<file path="src/rtl/prog_sequencer.sv">
// Launch/branch sequencer for basic_proc: holds the PC in reset, jumps to the
// selected program's start address, passes core branches through, ends on halt or timeout.
module prog_sequencer #(
  parameter int unsigned L      = 10,
  parameter int unsigned ADDR0  = 0,
  parameter int unsigned ADDR1  = 128,
  parameter int unsigned ADDR2  = 256,
  parameter int unsigned CW     = 16,
  parameter int unsigned MAXCYC = 1000
) (
  input  logic          Clk,
  input  logic          Reset,
  input  logic          Start,
  input  logic          Halt,
  input  logic          BranchIn,
  input  logic [L-1:0]  TargetIn,
  input  logic [L-1:0]  ProgCtr,
  output logic          PcReset,
  output logic          BranchAbs,
  output logic [L-1:0]  Target,
  output logic          Done,
  output logic          TimeoutErr,
  output logic [1:0]    ProgIdx,
  output logic [CW-1:0] CycleCount,
  output logic [L-1:0]  HaltPC
);

  // state    | meaning
  // S_IDLE   | PC held at 0, waiting for Start to rise
  // S_ARMED  | PC held at 0, waiting for Start to fall
  // S_LAUNCH | one-cycle absolute jump to the program start address
  // S_RUN    | program executing, core branches passed to the PC
  // S_DONE   | run finished, results held until the next Start
  typedef enum logic [2:0] {
    S_IDLE,
    S_ARMED,
    S_LAUNCH,
    S_RUN,
    S_DONE
  } state_e;

  localparam logic [CW-1:0] LAST_CYC = CW'(MAXCYC - 1);

  state_e        state_q, state_d;
  logic [1:0]    prog_idx_q, prog_idx_d;
  logic [CW-1:0] cycle_count_q, cycle_count_d;
  logic          done_q, done_d;
  logic          timeout_err_q, timeout_err_d;
  logic [L-1:0]  halt_pc_q, halt_pc_d;
  logic [L-1:0]  launch_addr;

  // Index 3 cannot be reached; it falls back to program 0.
  always_comb begin
    case (prog_idx_q)
      2'd1:    launch_addr = L'(ADDR1);
      2'd2:    launch_addr = L'(ADDR2);
      default: launch_addr = L'(ADDR0);
    endcase
  end

  always_ff @(posedge Clk or posedge Reset) begin
    if (Reset) begin
      state_q       <= S_IDLE;
      prog_idx_q    <= 2'd0;
      cycle_count_q <= '0;
      done_q        <= 1'b0;
      timeout_err_q <= 1'b0;
      halt_pc_q     <= '0;
    end else begin
      state_q       <= state_d;
      prog_idx_q    <= prog_idx_d;
      cycle_count_q <= cycle_count_d;
      done_q        <= done_d;
      timeout_err_q <= timeout_err_d;
      halt_pc_q     <= halt_pc_d;
    end
  end

  always_comb begin
    state_d       = state_q;
    prog_idx_d    = prog_idx_q;
    cycle_count_d = cycle_count_q;
    done_d        = done_q;
    timeout_err_d = timeout_err_q;
    halt_pc_d     = halt_pc_q;
    PcReset       = 1'b1;
    BranchAbs     = 1'b0;
    Target        = '0;

    case (state_q)
      S_IDLE: begin
        if (Start) state_d = S_ARMED;
      end
      S_ARMED: begin
        if (!Start) state_d = S_LAUNCH;
      end
      S_LAUNCH: begin
        PcReset       = 1'b0;
        BranchAbs     = 1'b1;
        Target        = launch_addr;
        cycle_count_d = '0;
        state_d       = S_RUN;
      end
      S_RUN: begin
        PcReset       = 1'b0;
        BranchAbs     = BranchIn;
        Target        = TargetIn;
        cycle_count_d = cycle_count_q + CW'(1);
        // Abort beats halt, halt beats timeout.
        if (Start) begin
          state_d = S_ARMED;
        end else if (Halt) begin
          state_d   = S_DONE;
          done_d    = 1'b1;
          halt_pc_d = ProgCtr;
        end else if (cycle_count_q == LAST_CYC) begin
          state_d       = S_DONE;
          done_d        = 1'b1;
          timeout_err_d = 1'b1;
        end
      end
      S_DONE: begin
        if (Start) begin
          state_d       = S_ARMED;
          done_d        = 1'b0;
          timeout_err_d = 1'b0;
          prog_idx_d    = (prog_idx_q == 2'd2) ? 2'd0 : prog_idx_q + 2'd1;
        end
      end
      default: begin
        state_d = S_IDLE;
      end
    endcase
  end

  assign Done       = done_q;
  assign TimeoutErr = timeout_err_q;
  assign ProgIdx    = prog_idx_q;
  assign CycleCount = cycle_count_q;
  assign HaltPC     = halt_pc_q;

endmodule

</file>
<file path="config.mk">
export PLATFORM = sky130hd
export DESIGN_NAME = prog_sequencer
export DESIGN_NICKNAME = d
export VERILOG_FILES = /design/src/rtl/prog_sequencer.sv
export SDC_FILE = /design/constraint.sdc
export NUM_CORES = 1
export LEC_CHECK = 0
export BUFFER_PORTS_ARGS = -buffer_cell sky130_fd_sc_hd__buf_2
export CAP_MARGIN = 5
export CORE_ASPECT_RATIO = 2
export CORE_MARGIN = 2
export CORE_UTILIZATION = 45
export CTS_CLUSTER_DIAMETER = 60
export DETAILED_ROUTE_END_ITERATION = 16
export PLACE_DENSITY = 0.74
export RECOVER_POWER = 100
export SLEW_MARGIN = 20
export SYNTH_ARGS = -nofsm -noshare
export SYNTH_HDL_FRONTEND = slang
export SYNTH_SLANG_ARGS = --single-unit
</file>
<file path="constraint.sdc">
create_clock -name Clk -period 1.8 [get_ports Clk]
set_input_delay 0.09 -clock Clk [delete_from_list [all_inputs] [get_ports Clk]]
set_output_delay 0.09 -clock Clk [all_outputs]
set_load 0.01 [all_outputs]
</file>
## Yosys cells after proc, flatten, opt, wreduce, memory -nomap -nowiden

Index checks and enable logic that the tools add are counted.
Widths: inputs -> output; s select.

| word-level totals | value |
|---|---|
| logic and storage cells | 54 |
| flip-flop bits (word level) | 33 |
| output and inout port bits | 42 |
| input bits | 25 |

| operators by class | value |
|---|---|
| multiplexer cells | 20 |
| add/subtract/negate cells | 2 |
| equal/unequal tests | 15 |
| bitwise logic cells | 1 |
| reduce and logical (&&, ||, !) cells | 10 |

Operator list:

| operator | number |
|---|---|
| $pmux 16 s2 | 1 |
| $pmux 10 s2 | 1 |
| $pmux 9 s2 | 1 |
| $add 16x1->16 const B | 1 |
| $eq 16x10->1 const B | 1 |
| $mux 3 | 5 |
| $pmux 3 s4 | 1 |
| $ne 2x2->1 const B | 5 |
| $mux 1 | 7 |
| $eq 3x2->1 const B | 2 |
| $pmux 1 s2 | 3 |
| $reduce_and 3->1 | 2 |
| $reduce_and 5->1 | 1 |
| $ne 4x4->1 const B | 1 |
| $reduce_and 4->1 | 1 |
| $reduce_bool 2->1 | 2 |
| $reduce_or 2->1 | 2 |
| $eq 3x1->1 const B | 1 |
| $eq 3x3->1 const B | 1 |
| $logic_not 3->1 | 1 |
| $ne 3x3->1 const B | 1 |
| $add 2x1->2 const B | 1 |
| $eq 2x1->1 const B | 1 |
| $eq 2x2->1 const B | 1 |
| 4 further kinds | 4 |

## Longest topological paths before layout

Gate-level depths: netlist of run 1.

| logic depth | value |
|---|---|
| word-level depth | 5 |
| mapped depth | 6 |
| gate-level depth less buffers | 5 |

## Least setup slack after synthesis of run 1

Ideal clock, no wire load.

| path | value |
|---|---|
| kind | reg-to-reg |
| from | reg cycle_count_q[0], in the netlist CycleCount[0] |
| to | reg state_q[1] |
| clock period less this slack | 1.643 ns |
| setup time | 0.111 ns |
| slack | 0.157 ns |
| cell stages (with the launch flop) | 6 |
| arrival time | 1.531 ns |
| path buffers | 0 |
| required time | 1.689 ns |
| cell sequence | dfrtp_1 -> ha_1 -> and3_2 -> a41oi_2 -> nor2_1 -> a2111oi_2 |

| between the ends | value |
|---|---|
| word-level cells in the longest chain between the ends | 3 |

RTL lines:

| item | line | text |
|---|---|---|
| start, declared | 46 | `logic [CW-1:0] cycle_count_q, cycle_count_d;` |
| start signal, assigned | 72 | `cycle_count_q <= cycle_count_d;` |
| $eq 16x10->1 | 116 | `end else if (cycle_count_q == LAST_CYC) begin` |
| $ne 4x4->1 (no line) | n/a |  |
| $reduce_and 3->1 (no line) | n/a |  |
| end signal, assigned | 70 | `state_q <= state_d;` |
| end, declared | 44 | `state_e state_q, state_d;` |

No other way between the ends.
A chain may end at the register's enable or synchronous reset.

## Worst setup path after layout of run 1

| path | value |
|---|---|
| from | reg cycle_count_q[0], in the netlist CycleCount[0] |
| to | reg cycle_count_q[13], in the netlist CycleCount[13] |

| between the ends | value |
|---|---|
| word-level cells in the longest chain between the ends | 2 |

RTL lines:

| item | line | text |
|---|---|---|
| $add 16x1->16 | 108 | `cycle_count_d = cycle_count_q + CW'(1);` |
| $pmux 16 s2 | 90 | `case (state_q)` |

No other way between the ends.

==> flow_metrics.env, run 1 <==
export IMPL_antenna_cells=0
export IMPL_crit_path_cell_trace="clkbuf_1 -> nand3_2 -> nand2b_4 -> or4_1 -> nand3_1"
export IMPL_grt_pass1_vias=1606
export IMPL_vias=1682
export IMPL_grt_pass1_wl_um=7180
export IMPL_area_growth_synth_to_final_pct=26.0
export IMPL_rsz0062_at_grt="no"
export IMPL_netlist_area_um2=1790
export IMPL_wl_um=4440
export IMPL_finalMaxSlewViolations=0
export IMPL_cp_required_ns=2.02
export IMPL_p_leak_nw=1.02
export IMPL_critical_path_max_stage_delay_ns=0.46
export IMPL_row_count=32
export IMPL_cts_tree="done"
export IMPL_coreArea_um2=3840
export IMPL_die_y_um=93.3
export IMPL_synthesis_nets=207
export IMPL_vias_per_cell=5.43
export IMPL_place_ws_ns=0.0876
export IMPL_stdcell_count=310
export IMPL_nNetsFinal=284
export IMPL_top_layer_used="met4"
export IMPL_startpoint_type="flop"
export IMPL_clk_path_buf_depth=2
export IMPL_start_util_pct=46.7
export IMPL_min_path_cells=2
export IMPL_wl_met2_um=2410
export IMPL_slew_headroom_pct=46.5
export IMPL_reg2regPathDepth=5
export IMPL_clock_latency_ns=0.29
export IMPL_io_pins=67
export IMPL_synthArstFlopShare_pct=100
export IMPL_placed_cells=300
export IMPL_cts_sinks=33
export IMPL_hold_viol=0
export IMPL_final_util_pct=58.8
export IMPL_max_cap_viol_count=0
export IMPL_ys_ff_latch=33
export IMPL_timing_fmax_mhz=609
export IMPL_drive_gt1_share_pct=27.4
export IMPL_wl_per_cell_um=14.3
export IMPL_synth_main_ff_cell="dfrtp_1"
export IMPL_critPathCaptureType="flop"
export IMPL_synth_edf_count=0
export IMPL_ir_worst_vdd_mv=1.03
export IMPL_initialDrtViolationCount=35
export IMPL_cellPowerDensity_nw_per_um2=1340
export IMPL_overflow=0
export IMPL_dr_pass1_iters=4
export IMPL_dieArea_um2=4540
export IMPL_worst_slack_ns=0.159
export IMPL_tns_ns=0
export IMPL_gp_congestion=0.827
export IMPL_ant_nets=0
export IMPL_syn_area_per_cell_um2=9.91
export IMPL_grt_use_total_pct=20.5
export IMPL_status="completed"
export IMPL_skew_ns=0.00707
export IMPL_hpwl_um=3290
export IMPL_ys_types=47
export IMPL_route_detailed_drc=0
export IMPL_crit_path_top_delay_cell="or4_1"
export IMPL_hold_class="in -> reg"
export IMPL_finalCriticalPeriod_ns=1.64
export IMPL_die_width_um=48.7
export IMPL_setup_viol=0
export IMPL_root_buffer="clkbuf_8"
export IMPL_ys_seq_area_share_pct=46.0
export IMPL_numCtsBuffers=5
export IMPL_antenna_found_initial=0
export IMPL_dr_wl_met3_um=222
export IMPL_cts_clk_slew_worst_paths_ns=0.07
export IMPL_critPathArrivalTime_ns=1.86
export IMPL_met1Wirelength_um=1700
export IMPL_io_buffers=66
export IMPL_grt_max_degree=34
export IMPL_h_tree_depth=2
export IMPL_power_total_mw=3.03
export IMPL_synthesis_instances=181
export IMPL_fin_crit_sh_pct=91.2
export IMPL_worst_pin_slew_ns=0.802
export IMPL_path_class="reg -> reg"
export IMPL_yosys_warnings=0
export IMPL_path_max_fanout=8
cells in the final DEF (no fill, tap or decap), drive strengths merged, types with 4 or more instances in the layout:
master,synthesis,routed
a21oi,4,4
and3,10,10
buf,3,35
clkbuf,5,48
dfrtp,33,33
mux2,10,10
mux2i,4,4
nand2,24,24
nand3,11,11
nand4,4,4
nor2,15,15
nor3,4,4
o21a,4,4
o21ai,11,11
registers in the layout (all words and copies together) (netlist names):
signal	flops
HaltPC	10
TimeoutErr	1
CycleCount	16
Done	1
ProgIdx	2
state_q	3
final timing paths:
| kind | end | slack [ns] | from |
|---|---|---|---|
| hold reg to reg | TimeoutErr | 0.49 | TimeoutErr |
| setup / recovery | CycleCount[13] | 0.16 | CycleCount[0] |
| hold / removal | HaltPC[8] | 0.03 | ProgCtr[8] |
| setup reg to reg | CycleCount[13] | 0.16 | CycleCount[0] |
| min in group asynchronous | CycleCount[3] | 0.58 | Reset |
| max in group asynchronous | CycleCount[13] | 0.71 | Reset |
metal layers:
metal  vias to the layer above  GRT usage [%]
li1                        819              -
met1                       798           21.5
met2                        55           36.5
met3                        10           5.11
met4                         0           11.7
met5                         -              0
where the power goes:
| group | total [mW] | internal [mW] | switching (mW) | leakage (nW) |
|---|---|---|---|---|
| clock network | 0.531 | 0.268 | 0.263 | 0.0450 |
| registers | 1.18 | 0.974 | 0.210 | 0.420 |
| logic | 1.32 | 0.546 | 0.773 | 0.559 |
cell families after synthesis:
family / after synthesis / share of synthesized area, %
adder cells (fa/ha/maj): 1 / 0.697
buffers and inverters: 12 / 4.04
multiplexers: 14 / 8.51
AND/OR/NAND/NOR: 83 / 25.7
flip-flops: 33 / 46.0
AO/OA/AOI/OAI: 38 / 15.1
synth_stat cells, types with 4 or more instances:
master	instances	area share, %
dfrtp_1	33	46
nand2_1	23	4.8
nor2_1	15	3.1
o21ai_0	11	3.1
mux2_2	10	6.3
nand3_1	10	2.8
and3_1	9	3.1
a21oi_1	4	1.1
inv_1	4	0.84
mux2i_1	4	2.2
nand4_1	4	1.4
nor3_1	4	1.1
o21a_1	4	1.7
cell type report:
class / count / area, um2
Multi-Input combinational cell: 136 / 911
Fill cell: 392 / 1580
Timing Repair Buffer: 78 / 359
Clock buffer: 6 / 72.6
Inverter: 4 / 18.8
Sequential cell: 33 / 826
Clock inverter: 2 / 10.0
Tap cell: 51 / 63.8
worst max-delay path: cells and delay by family, from the launching register on:
| family | cells | cell delay [ns] |
|---|---|---|
| AND/OR/NAND/NOR | 4 | 0.99 |
| flip-flops | 1 | 0.36 |
| buffers and inverters | 1 | 0.22 |
metrics by stage:
step / hold WS, ns / instance area [um2]
final: 0.0333 / 2260
after global routing: 0.0308 / 2260
after CTS: 0.0316 / 2300
after detailed placement: 0.203 / 2210
after global placement: 0.202 / 2210
after floorplan: 0.156 / 1790
what timing repair did:
action / CTS / global route
hold endpoints to repair: 33 / 0
hold buffers: 1 / 0
endpoints found under the setup margin: 0 / 5
gates resized for setup: 0 / 5
setup buffers: 0 / 1
Power figures use the tool's default switching activity.
==> run 2: changes to the inputs <==
--- a/config.mk
+++ b/config.mk
@@ -13,7 +13,6 @@
 export CTS_CLUSTER_DIAMETER = 60
 export DETAILED_ROUTE_END_ITERATION = 16
 export PLACE_DENSITY = 0.74
-export RECOVER_POWER = 100
 export SLEW_MARGIN = 20
 export SYNTH_ARGS = -nofsm -noshare
 export SYNTH_HDL_FRONTEND = slang
==> constraint.sdc (replaced) <==
create_clock -name Clk -period 1.8 [get_ports Clk]
set_input_delay 0.09 -clock Clk [delete_from_list [all_inputs] [get_ports Clk]]
set_output_delay 0.09 -clock Clk [all_outputs]
set_load 0.02 [all_outputs]
==> flow_metrics.env, run 2 (synthesis gave the netlist of run 1 again) <==
export IMPL_status="completed"
export IMPL_dr_wl_met3_um=215
export IMPL_top_layer_used="met4"
export IMPL_grt_use_total_pct=20.5
export IMPL_place_ws_ns=0.0876
export IMPL_cts_sinks=33
export IMPL_overflow=0
export IMPL_start_util_pct=46.7
export IMPL_coreArea_um2=3840
export IMPL_critPathCaptureType="flop"
export IMPL_cts_tree="done"
export IMPL_hold_viol=0
export IMPL_layout_commonest_cell="buf_2"
export IMPL_grt_pass1_wl_um=7180
export IMPL_wl_um=4400
export IMPL_row_count=32
export IMPL_ant_nets=0
export IMPL_gp_congestion=0.827
export IMPL_largest_register_ffs=16
export IMPL_path_max_fanout=6
export IMPL_met1Wirelength_um=1650
export IMPL_critPathArrivalTime_ns=1.82
export IMPL_drive_gt1_share_pct=43.2
export IMPL_rsz0062_at_grt="no"
export IMPL_route_detailed_drc=0
export IMPL_grt_pass1_vias=1617
export IMPL_fin_crit_sh_pct=91.9
export IMPL_initialDrtViolationCount=39
export IMPL_wl_per_cell_um=14.2
export IMPL_nNetsFinal=284
export IMPL_hpwl_um=3290
export IMPL_die_width_um=48.7
export IMPL_antenna_found_initial=0
export IMPL_final_util_pct=60.7
export IMPL_timing_fmax_mhz=604
export IMPL_power_total_mw=3.34
export IMPL_vias_per_cell=5.41
export IMPL_dr_pass1_iters=4
export IMPL_root_buffer="clkbuf_8"
export IMPL_mostFrequentLayoutCells="buf_2, dfrtp_1, nand2_1, nor2_1"
export IMPL_skew_ns=0.00649
export IMPL_worst_pin_slew_ns=0.431
export IMPL_cellPowerDensity_nw_per_um2=1430
export IMPL_tns_ns=0
export IMPL_setup_viol=0
export IMPL_dieArea_um2=4540
export IMPL_max_cap_viol_count=0
export IMPL_startpoint_type="flop"
export IMPL_ff_latch_area_um2=826
export IMPL_p_leak_nw=1.18
export IMPL_wl_met2_um=2420
export IMPL_ir_worst_vdd_mv=1.06
export IMPL_hold_class="in -> reg"
export IMPL_path_class="reg -> reg"
export IMPL_antenna_cells=0
export IMPL_cts_clk_slew_worst_paths_ns=0.07
export IMPL_multiInputGateArea_um2=918
export IMPL_grt_max_degree=34
export IMPL_n_fill_cell=367
export IMPL_slew_headroom_pct=71.1
export IMPL_io_pins=67
export IMPL_worst_slack_ns=0.145
export IMPL_die_y_um=93.3
export IMPL_clk_path_buf_depth=2
export IMPL_vias=1677
export IMPL_finalCriticalPeriod_ns=1.65
export IMPL_h_tree_depth=2
export IMPL_area_growth_synth_to_final_pct=30.0
export IMPL_io_buffers=66
export IMPL_cp_required_ns=1.96
export IMPL_numCtsBuffers=5
export IMPL_clock_latency_ns=0.28
export IMPL_finalMaxSlewViolations=0
run 2: critical path, cell delays in order (launching register included):
cell       delay (ns)
dfrtp_1          0.43
ha_2             0.22
and3_2           0.25
a41oi_4          0.26
nor2_1           0.09
a2111oi_2        0.29
run 2: worst paths after layout:
check	depth (start not counted)	to	slack [ns]	from
max	5	state_q[1]	0.15	CycleCount[1]
min	2	HaltPC[8]	0.04	ProgCtr[8]
max reg2reg	5	state_q[1]	0.15	CycleCount[1]
min reg2reg	1	TimeoutErr	0.48	TimeoutErr
max in group asynchronous	4	CycleCount[13]	1.06	Reset
min in group asynchronous	4	CycleCount[3]	0.43	Reset
run 2: cell type report:
class | instances | share of cell area, %
clock buffers | 6 | 3.11
repair buffers | 78 | 18.1
flip-flops and latches | 33 | 35.4
multi-input cells | 136 | 39.4
inverters | 4 | 0.805
clock inverters | 2 | 0.429
well taps | 51 | 2.74
run 2: what timing repair did:
item / CTS / global route
buffers inserted: 1 / 0
hold buffers: 1 / 0
setup endpoints to repair: 2 / 2
endpoints found under the hold margin: 33 / 0
resized for setup: 1 / 4
run 2: stage by stage:
| stage | hold WS, ns | std cells | instance area, um2 |
|---|---|---|---|
| after floorplan | 0.156 | 181 | 1790 |
| after global placement | 0.202 | 300 | 2210 |
| after detailed placement | 0.203 | 300 | 2210 |
| after CTS | 0.0316 | 310 | 2310 |
| after global routing | 0.0308 | 310 | 2330 |
| final | 0.0357 | 310 | 2330 |
run 2: routing by layer:
| metal | vias to the layer above | track usage [%] |
|---|---|---|
| li1 | 819 | - |
| met1 | 795 | 21.2 |
| met2 | 53 | 36.9 |
| met3 | 10 | 5.11 |
| met4 | 0 | 11.7 |
| met5 | - | 0 |
run 2: report_power, final:
part	total [mW]	internal, mW	switching, mW
combinational	1.63	0.639	0.992
clock	0.527	0.267	0.259
sequential	1.18	0.974	0.211
==> run 3: changes to the inputs <==
--- a/config.mk
+++ b/config.mk
@@ -12,6 +12,7 @@
 export CORE_UTILIZATION = 45
 export CTS_CLUSTER_DIAMETER = 60
 export DETAILED_ROUTE_END_ITERATION = 16
+export MAX_ROUTING_LAYER = met4
 export PLACE_DENSITY = 0.74
 export SLEW_MARGIN = 20
 export SYNTH_ARGS = -nofsm -noshare
==> flow_metrics.env, run 3 (synthesis gave the netlist of run 1 again) <==
export IMPL_status="completed"
export IMPL_numCtsBuffers=5
export IMPL_rsz0062_at_grt="no"
export IMPL_clock_latency_ns=0.28
export IMPL_root_buffer="clkbuf_8"
export IMPL_area_growth_synth_to_final_pct=30.0
export IMPL_coreArea_um2=3840
export IMPL_grt_use_total_pct=21.1
export IMPL_row_count=32
export IMPL_drive_gt1_share_pct=43.2
export IMPL_slew_headroom_pct=71.1
export IMPL_wl_met2_um=2410
export IMPL_wl_per_cell_um=14.1
export IMPL_path_class="reg -> reg"
export IMPL_finalMaxSlewViolations=0
export IMPL_crit_path_top_delay_cell="dfrtp_1"
export IMPL_worst_pin_slew_ns=0.430
export IMPL_startpoint_type="flop"
export IMPL_gp_congestion=0.840
export IMPL_route_detailed_drc=0
export IMPL_cp_required_ns=1.96
export IMPL_clk_path_buf_depth=2
export IMPL_crit_path_cell_trace="ha_2 -> and3_2 -> a41oi_4 -> nor2_1 -> a2111oi_2"
export IMPL_dr_pass1_iters=4
export IMPL_overflow=0
export IMPL_cts_tree="done"
export IMPL_stdcell_count=310
export IMPL_io_buffers=66
export IMPL_antenna_cells=0
export IMPL_h_tree_depth=2
export IMPL_grt_max_degree=34
export IMPL_io_pins=67
export IMPL_critPathCaptureType="flop"
export IMPL_layout_commonest_cell="buf_2"
export IMPL_path_max_fanout=6
export IMPL_finalCriticalPeriod_ns=1.65
export IMPL_timing_fmax_mhz=605
export IMPL_placed_cells=300
export IMPL_die_width_um=48.7
export IMPL_setup_viol=0
export IMPL_cts_clk_slew_worst_paths_ns=0.07
export IMPL_largest_register_ffs=16
export IMPL_dieArea_um2=4540
export IMPL_critPathArrivalTime_ns=1.82
export IMPL_hold_viol=0
export IMPL_dr_wl_met3_um=194
export IMPL_top_layer_used="met4"
export IMPL_grt_pass1_vias=1611
export IMPL_grt_pass1_wl_um=7190
export IMPL_cts_sinks=33
export IMPL_mostFrequentLayoutCells="buf_2, dfrtp_1, nand2_1, nor2_1"
export IMPL_hpwl_um=3290
export IMPL_vias_per_cell=5.41
export IMPL_met1Wirelength_um=1670
export IMPL_antenna_found_initial=0
export IMPL_r2r_setup_slack_ns=0.15
export IMPL_wl_um=4380
export IMPL_tns_ns=0
export IMPL_start_util_pct=46.7
export IMPL_cellPowerDensity_nw_per_um2=1430
export IMPL_critical_path_max_stage_delay_ns=0.43
export IMPL_ir_worst_vdd_mv=1.06
export IMPL_hold_class="in -> reg"
export IMPL_nNetsFinal=284
export IMPL_die_y_um=93.3
export IMPL_p_leak_nw=1.18
export IMPL_fin_crit_sh_pct=91.9
export IMPL_skew_ns=0.00652
export IMPL_ant_nets=0
export IMPL_initialDrtViolationCount=35
export IMPL_max_cap_viol_count=0
export IMPL_vias=1676
==> run 3: cell counts in the layout (fill, tap and decap cells not counted) <==
Identical to the previous run, type by type.
==> run 3: path summary, 6_finish.rpt <==
path | end | start | cells after the start
max | state_q[1] | CycleCount[1] | 5
min | HaltPC[8] | ProgCtr[8] | 2
max reg2reg | state_q[1] | CycleCount[1] | 5
min reg2reg | TimeoutErr | TimeoutErr | 1
max in group asynchronous | CycleCount[13] | Reset | 4
min in group asynchronous | CycleCount[3] | Reset | 4
==> run 3: where the power goes <==
part	internal, mW	switching, mW
Combinational	0.639	0.993
Clock	0.267	0.260
Sequential	0.974	0.211
==> run 3: layout make-up <==
class	instances	area [um2]
clock buffers	6	72.6
clock inverters	2	10.0
fillers	367	1510
inverters	4	18.8
multi-input cells	136	918
flip-flops and latches	33	826
well taps	51	63.8
repair buffers	78	423
==> run 3: what timing repair did <==
| action | 4_1_cts | 5_1_grt |
|---|---|---|
| hold buffers | 1 | 0 |
| setup endpoints to repair | 2 | 2 |
| hold endpoints to repair | 33 | 0 |
| gates resized for setup | 1 | 4 |
| setup buffers | 1 | 0 |
==> run 3: through the flow <==
step | instance area [um2] | total power [mW] | hold WS, ns | utilization [%] | setup slack (ns)
floorplan | 1790 | 2.28 | 0.156 | - | 0.101
global placement | 2210 | 2.76 | 0.202 | 57.4 | 0.178
detailed placement | 2210 | 2.80 | 0.203 | 57.4 | 0.0876
CTS | 2310 | 3.37 | 0.0316 | 60.1 | 0.0676
global route | 2330 | 3.57 | 0.0308 | 60.7 | 0.00513
finish | 2330 | 3.34 | 0.0337 | 60.7 | 0.146
==> run 3: metal layers <==
layer / up-vias / global-route usage, %
li1: 821 / -
met1: 796 / 21.7
met2: 49 / 36.6
met3: 10 / 4.79
met4: 0 / 11.7
met5: - / -
==> run 3: worst max-delay path, delay by kind of cell, from the launching register on <==
family	cells	cell delay, ns
adder cells (fa/ha/maj)	1	0.22
AND/OR/NAND/NOR	2	0.34
AO/OA/AOI/OAI	2	0.55
flip-flops	1	0.43
